--- src/rtl/instruction_fetch_unit.sv ---
// -----------------------------------------------------------------------------
// instruction_fetch_unit
//
// Fetch sequencer for the 8-bit processor. Owns the program counter, reads the
// three bytes of each instruction (opcode, operand1, operand2) from a
// synchronous program RAM, and hands the assembled instruction to the control
// unit over a valid/ready handshake. Supports PC redirects for jumps.
//
// Ports:
//   clk            system clock, rising edge
//   rst            asynchronous active-high reset
//   fetch_en       fetching allowed; only looked at on an instruction boundary
//   mem_addr       RAM read address (holds its value while mem_rd_en=0)
//   mem_rd_en      RAM read strobe
//   mem_data       RAM read data, valid the cycle after mem_rd_en
//   pc_load        redirect request from the control unit
//   pc_load_value  redirect target
//   instr_valid    IR fields hold a complete instruction
//   instr_ready    control unit accepts the instruction
//   IR_opcode      byte at PC
//   IR_operand1    byte at PC+1
//   IR_operand2    byte at PC+2
//   PC_adress      address of the instruction being fetched or held
// -----------------------------------------------------------------------------
module instruction_fetch_unit #(
  parameter int unsigned DATA_W   = 8,
  parameter int unsigned ADDR_W   = 8,
  parameter int unsigned RESET_PC = 0
) (
  input  logic              clk,
  input  logic              rst,
  input  logic              fetch_en,
  output logic [ADDR_W-1:0] mem_addr,
  output logic              mem_rd_en,
  input  logic [DATA_W-1:0] mem_data,
  input  logic              pc_load,
  input  logic [ADDR_W-1:0] pc_load_value,
  output logic              instr_valid,
  input  logic              instr_ready,
  output logic [DATA_W-1:0] IR_opcode,
  output logic [DATA_W-1:0] IR_operand1,
  output logic [DATA_W-1:0] IR_operand2,
  output logic [ADDR_W-1:0] PC_adress
);

  typedef enum logic [2:0] {
    IDLE,
    F0,
    F1,
    F2,
    CAP,
    VALID
  } state_t;

  localparam logic [ADDR_W-1:0] PC_INIT = ADDR_W'(RESET_PC);
  localparam logic [ADDR_W-1:0] ONE     = ADDR_W'(1);
  localparam logic [ADDR_W-1:0] TWO     = ADDR_W'(2);
  localparam logic [ADDR_W-1:0] STEP    = ADDR_W'(3);

  state_t            state;
  state_t            state_nxt;
  logic [ADDR_W-1:0] pc;
  logic [ADDR_W-1:0] pc_nxt;

  // Next state and next PC. Address arithmetic wraps naturally at ADDR_W bits.
  always_comb begin
    // NOTE: every signal gets a default before the case so no path leaves it
    // unassigned; otherwise synthesis infers a latch to hold the old value.
    state_nxt = state;
    pc_nxt    = pc;
    case (state)
      IDLE: begin
        if (pc_load)  pc_nxt    = pc_load_value;
        if (fetch_en) state_nxt = F0;
      end
      F0:  state_nxt = F1;
      F1:  state_nxt = F2;
      F2:  state_nxt = CAP;
      CAP: state_nxt = VALID;
      VALID: begin
        if (instr_ready) begin
          pc_nxt    = pc + STEP;
          state_nxt = fetch_en ? F0 : IDLE;
        end
      end
      default: state_nxt = IDLE;
    endcase
    // A redirect outside IDLE wins over everything, including a handshake in
    // the same cycle: the instruction is consumed but the PC takes the target.
    if (pc_load && (state != IDLE)) begin
      pc_nxt    = pc_load_value;
      state_nxt = F0;
    end
  end

  // State, PC and all outputs are registered. Outputs are decoded from the
  // state being entered so they are valid for the whole of that state.
  always_ff @(posedge clk or posedge rst) begin
    if (rst) begin
      state       <= IDLE;
      pc          <= PC_INIT;
      mem_addr    <= '0;
      mem_rd_en   <= 1'b0;
      instr_valid <= 1'b0;
      IR_opcode   <= '0;
      IR_operand1 <= '0;
      IR_operand2 <= '0;
    end else begin
      // NOTE: non-blocking assignments here so every register samples the
      // pre-edge values; blocking ones would make later lines see new values.
      state       <= state_nxt;
      pc          <= pc_nxt;
      mem_rd_en   <= (state_nxt == F0) || (state_nxt == F1) || (state_nxt == F2);
      instr_valid <= (state_nxt == VALID);

      case (state_nxt)
        F0:      mem_addr <= pc_nxt;
        F1:      mem_addr <= pc_nxt + ONE;
        F2:      mem_addr <= pc_nxt + TWO;
        default: mem_addr <= mem_addr;
      endcase

      // RAM data arriving during a redirect belongs to the abandoned fetch.
      if (!pc_load) begin
        case (state)
          F1:      IR_opcode   <= mem_data;
          F2:      IR_operand1 <= mem_data;
          CAP:     IR_operand2 <= mem_data;
          default: ;
        endcase
      end
    end
  end

  assign PC_adress = pc;

endmodule
--- config.mk ---
export PLATFORM = sky130hd
export DESIGN_NAME = instruction_fetch_unit
export DESIGN_NICKNAME = d
export VERILOG_FILES = /design/src/rtl/instruction_fetch_unit.sv
export SDC_FILE = /design/constraint.sdc
export NUM_CORES = 1
export LEC_CHECK = 0
export CAP_MARGIN = 5
export CORE_MARGIN = 3
export CORE_UTILIZATION = 44
export CTS_CLUSTER_SIZE = 20
export DETAILED_ROUTE_END_ITERATION = 10
export PLACE_DENSITY = 0.74
export SLEW_MARGIN = 20
export SYNTH_ARGS = -nofsm -noshare
export SYNTH_HDL_FRONTEND = slang
export SYNTH_SLANG_ARGS = --single-unit
--- constraint.sdc ---
create_clock -name clk -period 3.6 [get_ports clk]
set_clock_uncertainty 0.2 [all_clocks]
set_input_delay 0.72 -clock clk [delete_from_list [all_inputs] [get_ports clk]]
set_output_delay 0.72 -clock clk [all_outputs]
set_load 0.05 [all_outputs]
Word-level counts from Yosys, hierarchy flattened
Cells that the tools add are included.
Widths: inputs -> output; s select.

storage, ports and cells
  RAM bits = 0
  input port bits = 21
  ROM bits = 0
  output and inout port bits = 42
  word-level logic and storage cells = 40
  memories = 0
  latch bits = 0
  register bits = 45

cells by class
  muxes and demuxes = 10
  $mul = 0
  equality and inequality tests = 9
  shift operators = 0
  reductions and logical operators = 9
  bitwise gates (word level) = 1
  div/mod/pow operators = 0
  add/subtract/negate cells = 3
  magnitude comparators = 0

operator list
  kind                 count
  $mux 8               3
  $pmux 8 s3           1
  $pmux 3 s6           1
  $add 8x2->8 const B  2
  $pmux 8 s2           1
  $eq 3x2->1 const B   4
  $eq 3x3->1 const B   3
  $mux 3               3
  $add 8x1->8 const B  1
  $eq 3x1->1 const B   2
  $reduce_and 2->1     3
  $reduce_bool 3->1    2
  $logic_not 3->1      1
  $logic_or 1x1->1     2
  $logic_and 1x1->1    1
  $mux 1               1
  $not 1->1            1

Depth between registers and ports, before layout
Gate-level depths: netlist of run 1.

  word-level depth = 7
  mapped depth = 11
  gate-level depth less buffers = 11

Worst setup path before layout of run 1
Ideal clock, no wire load.

  kind = reg2reg
  start point = register pc[0] (netlist: PC_adress[0])
  end point = register mem_addr[7]
  path slack = 0.379 ns
  arrival time = 2.893 ns
  buffers on the path = 1
  period minus slack after synthesis = 3.221 ns
  setup time = 0.129 ns
  required time = 3.271 ns
  cell stages (with the launch flop) = 12
  path through = dfrtp_1 > inv_1 > ha_1 > or4b_1 > mux2i_1 > or2_1 > clkbuf_1 > ha_1 > o21ai_0 > or4b_4 > xor2_1 > o21ai_2

on the way
  word-level cells in the longest chain between the ends = 6
  elaborated cells on any way between the ends = 8
  those cells by class = add/sub (3); mux (5)

ends and longest elaborated chain
  what                                               line      RTL
  start: declaration                                 62        logic [ADDR_W-1:0] pc;
  start signal: assignment                           112       pc <= pc_nxt;
  $add 8x2->8 (*)                                    82        pc_nxt = pc + STEP;
  $mux 8 (*)                                         81        if (instr_ready) begin
  $pmux 8 s2 (*)                                     71        case (state)
  $mux 8 (*)                                         90        if (pc_load && (state != IDLE)) begin
  named net pc_nxt[2]                                63        logic [ADDR_W-1:0] pc_nxt;
  $add 8x2->8 / $add 8x1->8 (equally long branches)  119, 118
  $pmux 8 s3 (*)                                     116       case (state_nxt)
  end signal: assignment                             117       F0: mem_addr <= pc_nxt;
  end signal: assignment                             119       F2: mem_addr <= pc_nxt + TWO;
  end signal: assignment                             120       default: mem_addr <= mem_addr;
  end: declaration                                   33        output logic [ADDR_W-1:0] mem_addr,

The timed path passes the listed nets; every way through them passes the cells marked *.
A chain may end at the register's enable or synchronous reset.

Worst setup path in the final report of run 1
  start point = input port instr_ready
  end point = register mem_addr[6]

on the way
  word-level cells in the longest chain between the ends = 5
  elaborated cells on any way between the ends = 13
  those cells by class = add/sub (2); eq/ne (3); mux (7); reduce/logical (1)

ends and longest elaborated chain
  what                                               line      RTL
  start: declaration                                 39        input logic instr_ready,
  $mux 8 (*)                                         81
  $pmux 8 s2 (*)                                     71
  $mux 8 (*)                                         90
  named net pc_nxt[0]                                63
  $add 8x2->8 / $add 8x1->8 (equally long branches)  119, 118
  $pmux 8 s3 (*)                                     116

Marked as above.

==> impl_metrics.csv, run 1 <==
group,metric,value,unit
status,status,"completed",
final_layout,areaGrowthSynthToFinish,36.21,%
sta,setup_viol,0,
yosys,netlist_instances,209,
yosys,synth_top_flop_cell,"dfrtp_1",
floorplanning,initial_core_util,0.4689,
placement,port-buffer-count,62,
clock_network,cts-root-buf,"clkbuf_8",
global_route,grt_pass1_vias,1936,
final_layout,layout-drive-gt1-share,0.1821,
clock_network,htree_levels,2,
clock_network,post_cts_buffers,0,
clock_network,post_cts_resized,0,
sta,setup_ws,0.4214,ns
sta,worst_pin_slew,0.6172,ns
drt,drc,0,
pwr,cellPowerDensity,966.2,mW/mm2
yosys,ys_types,50,
floorplanning,die_area,0.006065,mm2
sta,setup-tns-final,0,ns
sta,holdWs,0.2875,ns
floorplanning,die_h,77.88,um
sta,relSlewSlack,0.5879,
yosys,yosys_warnings,0,
drt,viasPerCell,5.300,
clock_network,clkTransAtPathRegs,0.08,ns
critical_path,start_kind,"primary input",
yosys,post_synth.cell_area_avg,10.88,um2
floorplanning,design.core.area,0.004848,mm2
placement,post-place-ws,0.1624,ns
clock_network,numClockSinks,45,
pwr,power_switching,1.459,mW
drt,drt-initial-drc-count,114,
yosys,synth_seq_area_share,0.4953,
yosys,yosysTopAreaCell,"dfrtp_1",
sta,grt_setup_unrepaired,"no",
run,maxCapViolCount,0,
clock_network,cts_buffers,5,
floorplanning,num_rows,25,
drt,vias,1839,
placement,gp_congestion,0.8297,
sta,fmaxAchievable,314.6,MHz
global_route,grt_pass1_wl,8963,um
pwr,swShare,0.4876,
yosys,synth-edff-count,0,
pwr,peakVddDrop,0.6076,mV
clock_network,insertion_delay,0.29,ns
placement,hpwlAfterDp,3924,um
yosys,synthTopCellsByCount,"45 x dfrtp_1, 24 x mux2_2, 18 x nand2_1, 15 x o21ai_0, 11 x inv_1",
pwr,pwr-share-comb,0.602,
pwr,p_seq_frac,0.302,
yosys,yosysTopAreaCellShare,0.4953,
critical_path,required,3.57,ns
yosys,synth_area,0.002273,mm2
floorplanning,pin_count,63,
final_layout,final_nets,305,
final_layout,multiInputGateArea,0.001054,mm2
global_route,track_usage,0.1841,
floorplanning,die_w,77.88,um
clock_network,hold_buffers,0,
drt,first_pass_iters,4,
sta,post-route-period-util,0.8830,
min_path,min_path_type,"reg2reg",
sta,hold_viol,0,
critical_path,crit_fanout,7,
yosys,yosysMostFrequentCell,"dfrtp_1",
pwr,p_leak,1.309,nW
yosys,async_flop_share,1.000,
yosys,ys_ff_latch,45,
final_layout,regArea,0.001126,mm2
final_layout,nFillCells,398,
global_route,overflow,0,
critical_path,cp-end-kind,"register",
critical_path,critPathKind,"in2reg",
sta,finalCriticalPeriod,3.179,ns
final_layout,insertedDiodeCount,0,
drt,wl_per_cell,15.36,um
clock_network,clock_path_buffers,2,
yosys,synthTopCellsByArea,"dfrtp_1 50%, mux2_2 12%, o21ai_0 3.3%, nand2_1 3.0%, xnor2_1 2.3%",
yosys,syn_nets,233,
drt,drt-total-wl,5329,um
drt,ant_nets,0,
global_route,antenna_found_initial,0,
clock_network,cts_tree,"yes",
pwr,internal-power,1.533,mW
sta,drv_slew,0,
global_route,grt_max_degree,30,
critical_path,critPathArrivalTime,3.15,ns
pwr,clockPowerShare,0.096,
cell type report:
class,count,area share
sequential,45,0.3636
timing repair buffer,75,0.2319
clock inverter,1,0.001616
clock buffer,5,0.02222
inverter,11,0.01333
tap,67,0.02707
multi-input combinational,143,0.3402
power by group through the flow:
stage / logic, mW / registers, mW / clock network, mW
after detailed placement: 1.81 / 0.913 / 0
after global routing: 1.90 / 0.940 / 0.314
after global placement: 1.80 / 0.904 / 0
final: 1.80 / 0.905 / 0.287
after floorplan: 0.541 / 1.57 / 0
after CTS: 1.82 / 0.908 / 0.298
cell families (layout without fill, tap and decap cells):
family	Yosys count	in the layout	share of synthesized area
buffers and inverters	21	92	0.04128
AND/OR/NAND/NOR	65	65	0.1646
flip-flops	45	45	0.4953
multiplexers	26	26	0.1277
AO/OA/AOI/OAI	39	39	0.1161
XOR/XNOR	10	10	0.03852
adder cells (fa/ha/maj)	3	3	0.01651
registers in the layout, indices dropped and copies added, names as in the netlist:
signal,cells
IR_operand2,8
mem_addr,8
IR_opcode,8
state,3
instr_valid,1
IR_operand1,8
mem_rd_en,1
PC_adress,8
metrics by stage:
step	util	power (mW)	instance area (um2)	instances
3_5_place_dp	0.6235	2.722	3023	341
5_1_grt	0.6387	3.158	3097	347
3_3_place_gp	0.6235	2.702	3023	341
4_1_cts	0.6387	3.022	3097	347
2_1_floorplan	-	2.112	2273	209
6_report	0.6387	2.992	3097	347
placed cells by master (no fill, tap or decap), types with 2 or more instances in the layout:
cell type,synthesis,routed
clkdlybuf4s50_1,0,62
dfrtp_1,45,45
mux2_2,24,24
nand2_1,18,18
o21ai_0,15,15
buf_4,1,13
nor2_1,10,10
inv_1,11,10
xnor2_1,6,6
nand2b_1,5,5
clkbuf_8,0,5
nor4_1,4,4
nor2b_1,4,4
a21oi_1,4,4
xor2_1,4,4
nor3_1,4,4
a221oi_1,4,4
and3_1,3,3
ha_1,3,3
o21bai_1,2,2
nand4b_1,2,2
mux2i_1,2,2
a211o_1,2,2
o21ai_1,2,2
per-layer routing:
| metal | global-route usage | vias up | share of wire |
|---|---|---|---|
| li1 | - | 882 | - |
| met1 | 0.2310 | 886 | 0.44 |
| met2 | 0.3099 | 67 | 0.48 |
| met3 | 0.06265 | 4 | 0.079 |
| met4 | 0.03381 | 0 | 0.0064 |
| met5 | 0 | - | 0 |
worst paths after layout:
kind	slack [ns]	end	start	cells past startpoint
max in group asynchronous	1.91	IR_operand2[6]	rst	3
min in group asynchronous	0.62	state[0]	rst	2
hold / removal	0.29	mem_addr[3]	mem_addr[3]	2
setup / recovery	0.42	mem_addr[6]	instr_ready	10
setup reg to reg	0.69	mem_addr[6]	state[0]	9
hold reg to reg	0.29	mem_addr[3]	mem_addr[3]	2
critical path, stage by stage:
cell and delay (ns):
clkdlybuf4s50_1 0.58, nand4b_1 0.27, xnor2_1 0.22, o21ai_0 0.26
ha_1 0.23, o21ai_0 0.10, nor4_1 0.23, xor2_1 0.11
a221oi_1 0.32, a2bb2oi_1 0.10
Note: power is estimated with default switching activity, not from simulation.
==> inputs of run 2 (changes only) <==
--- a/config.mk
+++ b/config.mk
@@ -6,11 +6,13 @@
 export NUM_CORES = 1
 export LEC_CHECK = 0
 export CAP_MARGIN = 5
+export CELL_PAD_IN_SITES_DETAIL_PLACEMENT = 1
+export CELL_PAD_IN_SITES_GLOBAL_PLACEMENT = 2
 export CORE_MARGIN = 3
-export CORE_UTILIZATION = 44
+export CORE_UTILIZATION = 30
 export CTS_CLUSTER_SIZE = 20
 export DETAILED_ROUTE_END_ITERATION = 10
-export PLACE_DENSITY = 0.74
+export PLACE_DENSITY_LB_ADDON = 0.1
 export SLEW_MARGIN = 20
 export SYNTH_ARGS = -nofsm -noshare
 export SYNTH_HDL_FRONTEND = slang
==> impl_metrics.csv, run 2 (synthesis gave the netlist of run 1 again) <==
group,metric,value,unit
global_route,track_usage,0.1473,
critical_path,start_kind,"primary input",
sta,setup_viol,0,
critical_path,reg2regPathDepth,10,
sta,worst_pin_slew,0.9263,ns
placement,port-buffer-count,62,
pwr,power_switching,1.492,mW
final_layout,final_cells,382,
clock_network,post_cts_resized,0,
drt,vias,1841,
placement,placedCellCount,374,
floorplanning,die_w,93.05,um
critical_path,path_depth,9,
final_layout,final_cell_mix,"62 x clkdlybuf4s50_1, 45 x dfrtp_1, 24 x mux2_2",
global_route,grt_pass1_wl,10070,um
pwr,internal-power,1.566,mW
clock_network,insertion_delay,0.30,ns
status,status,"completed",
critical_path,cp_top_family,"simple AND/OR/NAND/NOR gates",
critical_path,crit_chain,"clkdlybuf4s50_1, or4b_1, mux2i_1, or2_1, ha_1, o21ai_0, or4b_4, xor2_1, o21ai_2",
sta,grt_setup_unrepaired,"no",
critical_path,critPathKind,"in2reg",
drt,drt-total-wl,5949,um
floorplanning,num_rows,31,
clock_network,hold_buffers,0,
critical_path,crit_fanout,7,
sta,hold_viol,0,
critical_path,required,3.59,ns
placement,hpwlAfterDp,4502,um
global_route,antenna_found_initial,0,
clock_network,htree_levels,2,
clock_network,post_cts_buffers,0,
drt,viasPerCell,4.819,
placement,gp_congestion,0.8098,
pwr,p_total,3.058,mW
clock_network,cts_tree,"yes",
run,maxCapViolCount,0,
sta,fmaxAchievable,308.5,MHz
critical_path,r2r_start,"PC_adress[0]",
global_route,grt_pass1_vias,1993,
final_layout,layout-drive-gt1-share,0.1908,
drt,drt-initial-drc-count,91,
pwr,swShare,0.4879,
pwr,p_seq_frac,0.289,
sta,post-route-period-util,0.9003,
critical_path,crit-reg2reg-capture,"mem_addr[7]",
critical_path,critPathCapture,"mem_addr[7]",
critical_path,cp-startpoint,"instr_ready",
drt,ant_nets,0,
critical_path,critPathArrivalTime,3.23,ns
clock_network,cts-root-buf,"clkbuf_8",
sta,drv_slew,0,
critical_path,crit_buf_inv,1,
global_route,overflow,0,
floorplanning,design.core.area,0.007292,mm2
floorplanning,pin_count,63,
sta,relSlewSlack,0.3815,
final_layout,insertedDiodeCount,0,
clock_network,numClockSinks,45,
critical_path,r2r_setup_slack,0.69,ns
floorplanning,initial_core_util,0.3118,
sta,finalCriticalPeriod,3.241,ns
final_layout,final_util,0.4343,
final_layout,final_nets,306,
drt,drc,0,
clock_network,cts_buffers,5,
floorplanning,die_area,0.008658,mm2
drt,wl_per_cell,15.57,um
global_route,grt_max_degree,46,
min_path,min_path_type,"reg2reg",
pwr,p_leak,1.326,nW
floorplanning,die_h,93.05,um
pwr,peakVddDrop,0.4759,mV
critical_path,cp-end-kind,"register",
critical_path,critPathMaxStageDelay,0.62,ns
clock_network,clock_path_buffers,2,
final_layout,layout_commonest_cell,"clkdlybuf4s50_1",
final_layout,areaGrowthSynthToFinish,39.30,%
pwr,pwr-share-comb,0.604,
pwr,cellPowerDensity,965.6,mW/mm2
pwr,clockPowerShare,0.107,
final_layout,nFillCells,848,
drt,first_pass_iters,4,
sta,setup-tns-final,0,ns
clock_network,clkTransAtPathRegs,0.08,ns
critical_path,cp_slowest_cell,"clkdlybuf4s50_1",
==> run 2: cell count changes in the layout (fill, tap and decap cells not counted) <==
cell | previous run | this run
clkinv_4 | 0 | 1
clkbuf_8 | 5 | 6
buf_4 | 13 | 14
==> run 2: tightest hold or removal path, cell delays in order (launching register included) <==
cell and delay (ns):
dfrtp_1 0.35, nand2_1 0.05, o21ai_0 0.06
==> run 2: worst min path at each step <==
stage / cells past startpoint / slack (ns) / start / to
after floorplan: 2 / 0.41 / state[2] / instr_valid
after global placement: 2 / 0.27 / mem_addr[5] / mem_addr[5]
after detailed placement: 2 / 0.27 / mem_addr[3] / mem_addr[3]
after CTS: 2 / 0.29 / mem_addr[3] / mem_addr[3]
after global routing: 2 / 0.33 / mem_addr[3] / mem_addr[3]
final: 2 / 0.28 / mem_addr[3] / mem_addr[3]
==> run 2: per-stage QoR <==
step / setup slack (ns) / hold WS [ns] / instance area, um2
after floorplan: 0.3788 / 0.4088 / 2273
after global placement: 0.08682 / 0.2694 / 3070
after detailed placement: 0.07865 / 0.2727 / 3070
after CTS: 0.3855 / 0.2923 / 3167
after global routing: 0.1450 / 0.3259 / 3167
final: 0.3589 / 0.2826 / 3167
==> run 2: final cells by class <==
cell class | count | area (um2) | share of cell area
Tap cell | 99 | 123.9 | 0.03912
Timing Repair Buffer | 76 | 725.7 | 0.2292
Clock buffer | 6 | 82.58 | 0.02608
Sequential cell | 45 | 1126 | 0.3556
Clock inverter | 2 | 13.76 | 0.004346
Multi-Input combinational cell | 143 | 1054 | 0.3327
Inverter | 11 | 41.29 | 0.01304
==> run 2: power by group through the flow <==
stage / clock [mW] / sequential (mW) / combinational (mW)
floorplan: 0 / 1.57 / 0.541
global placement: 0 / 0.895 / 1.86
detailed placement: 0 / 0.894 / 1.86
CTS: 0.343 / 0.890 / 1.87
global route: 0.365 / 0.921 / 1.96
finish: 0.329 / 0.883 / 1.85
==> run 2: per-layer routing <==
metal  track usage  share of wire  vias to the layer above
li1              -              -                      886
met1        0.1881           0.45                      894
met2        0.2418           0.48                       49
met3       0.04023          0.049                       12
met4       0.04762          0.021                        0
met5             0              0                        -
==> inputs of run 3 (changes only) <==
--- a/config.mk
+++ b/config.mk
@@ -13,6 +13,7 @@
 export CTS_CLUSTER_SIZE = 20
 export DETAILED_ROUTE_END_ITERATION = 10
 export PLACE_DENSITY_LB_ADDON = 0.1
+export SETUP_SLACK_MARGIN = 0.05
 export SLEW_MARGIN = 20
 export SYNTH_ARGS = -nofsm -noshare
 export SYNTH_HDL_FRONTEND = slang
==> results of run 3 <==
Same layout as run 2: the final DEF is identical, and so are final timing and power.
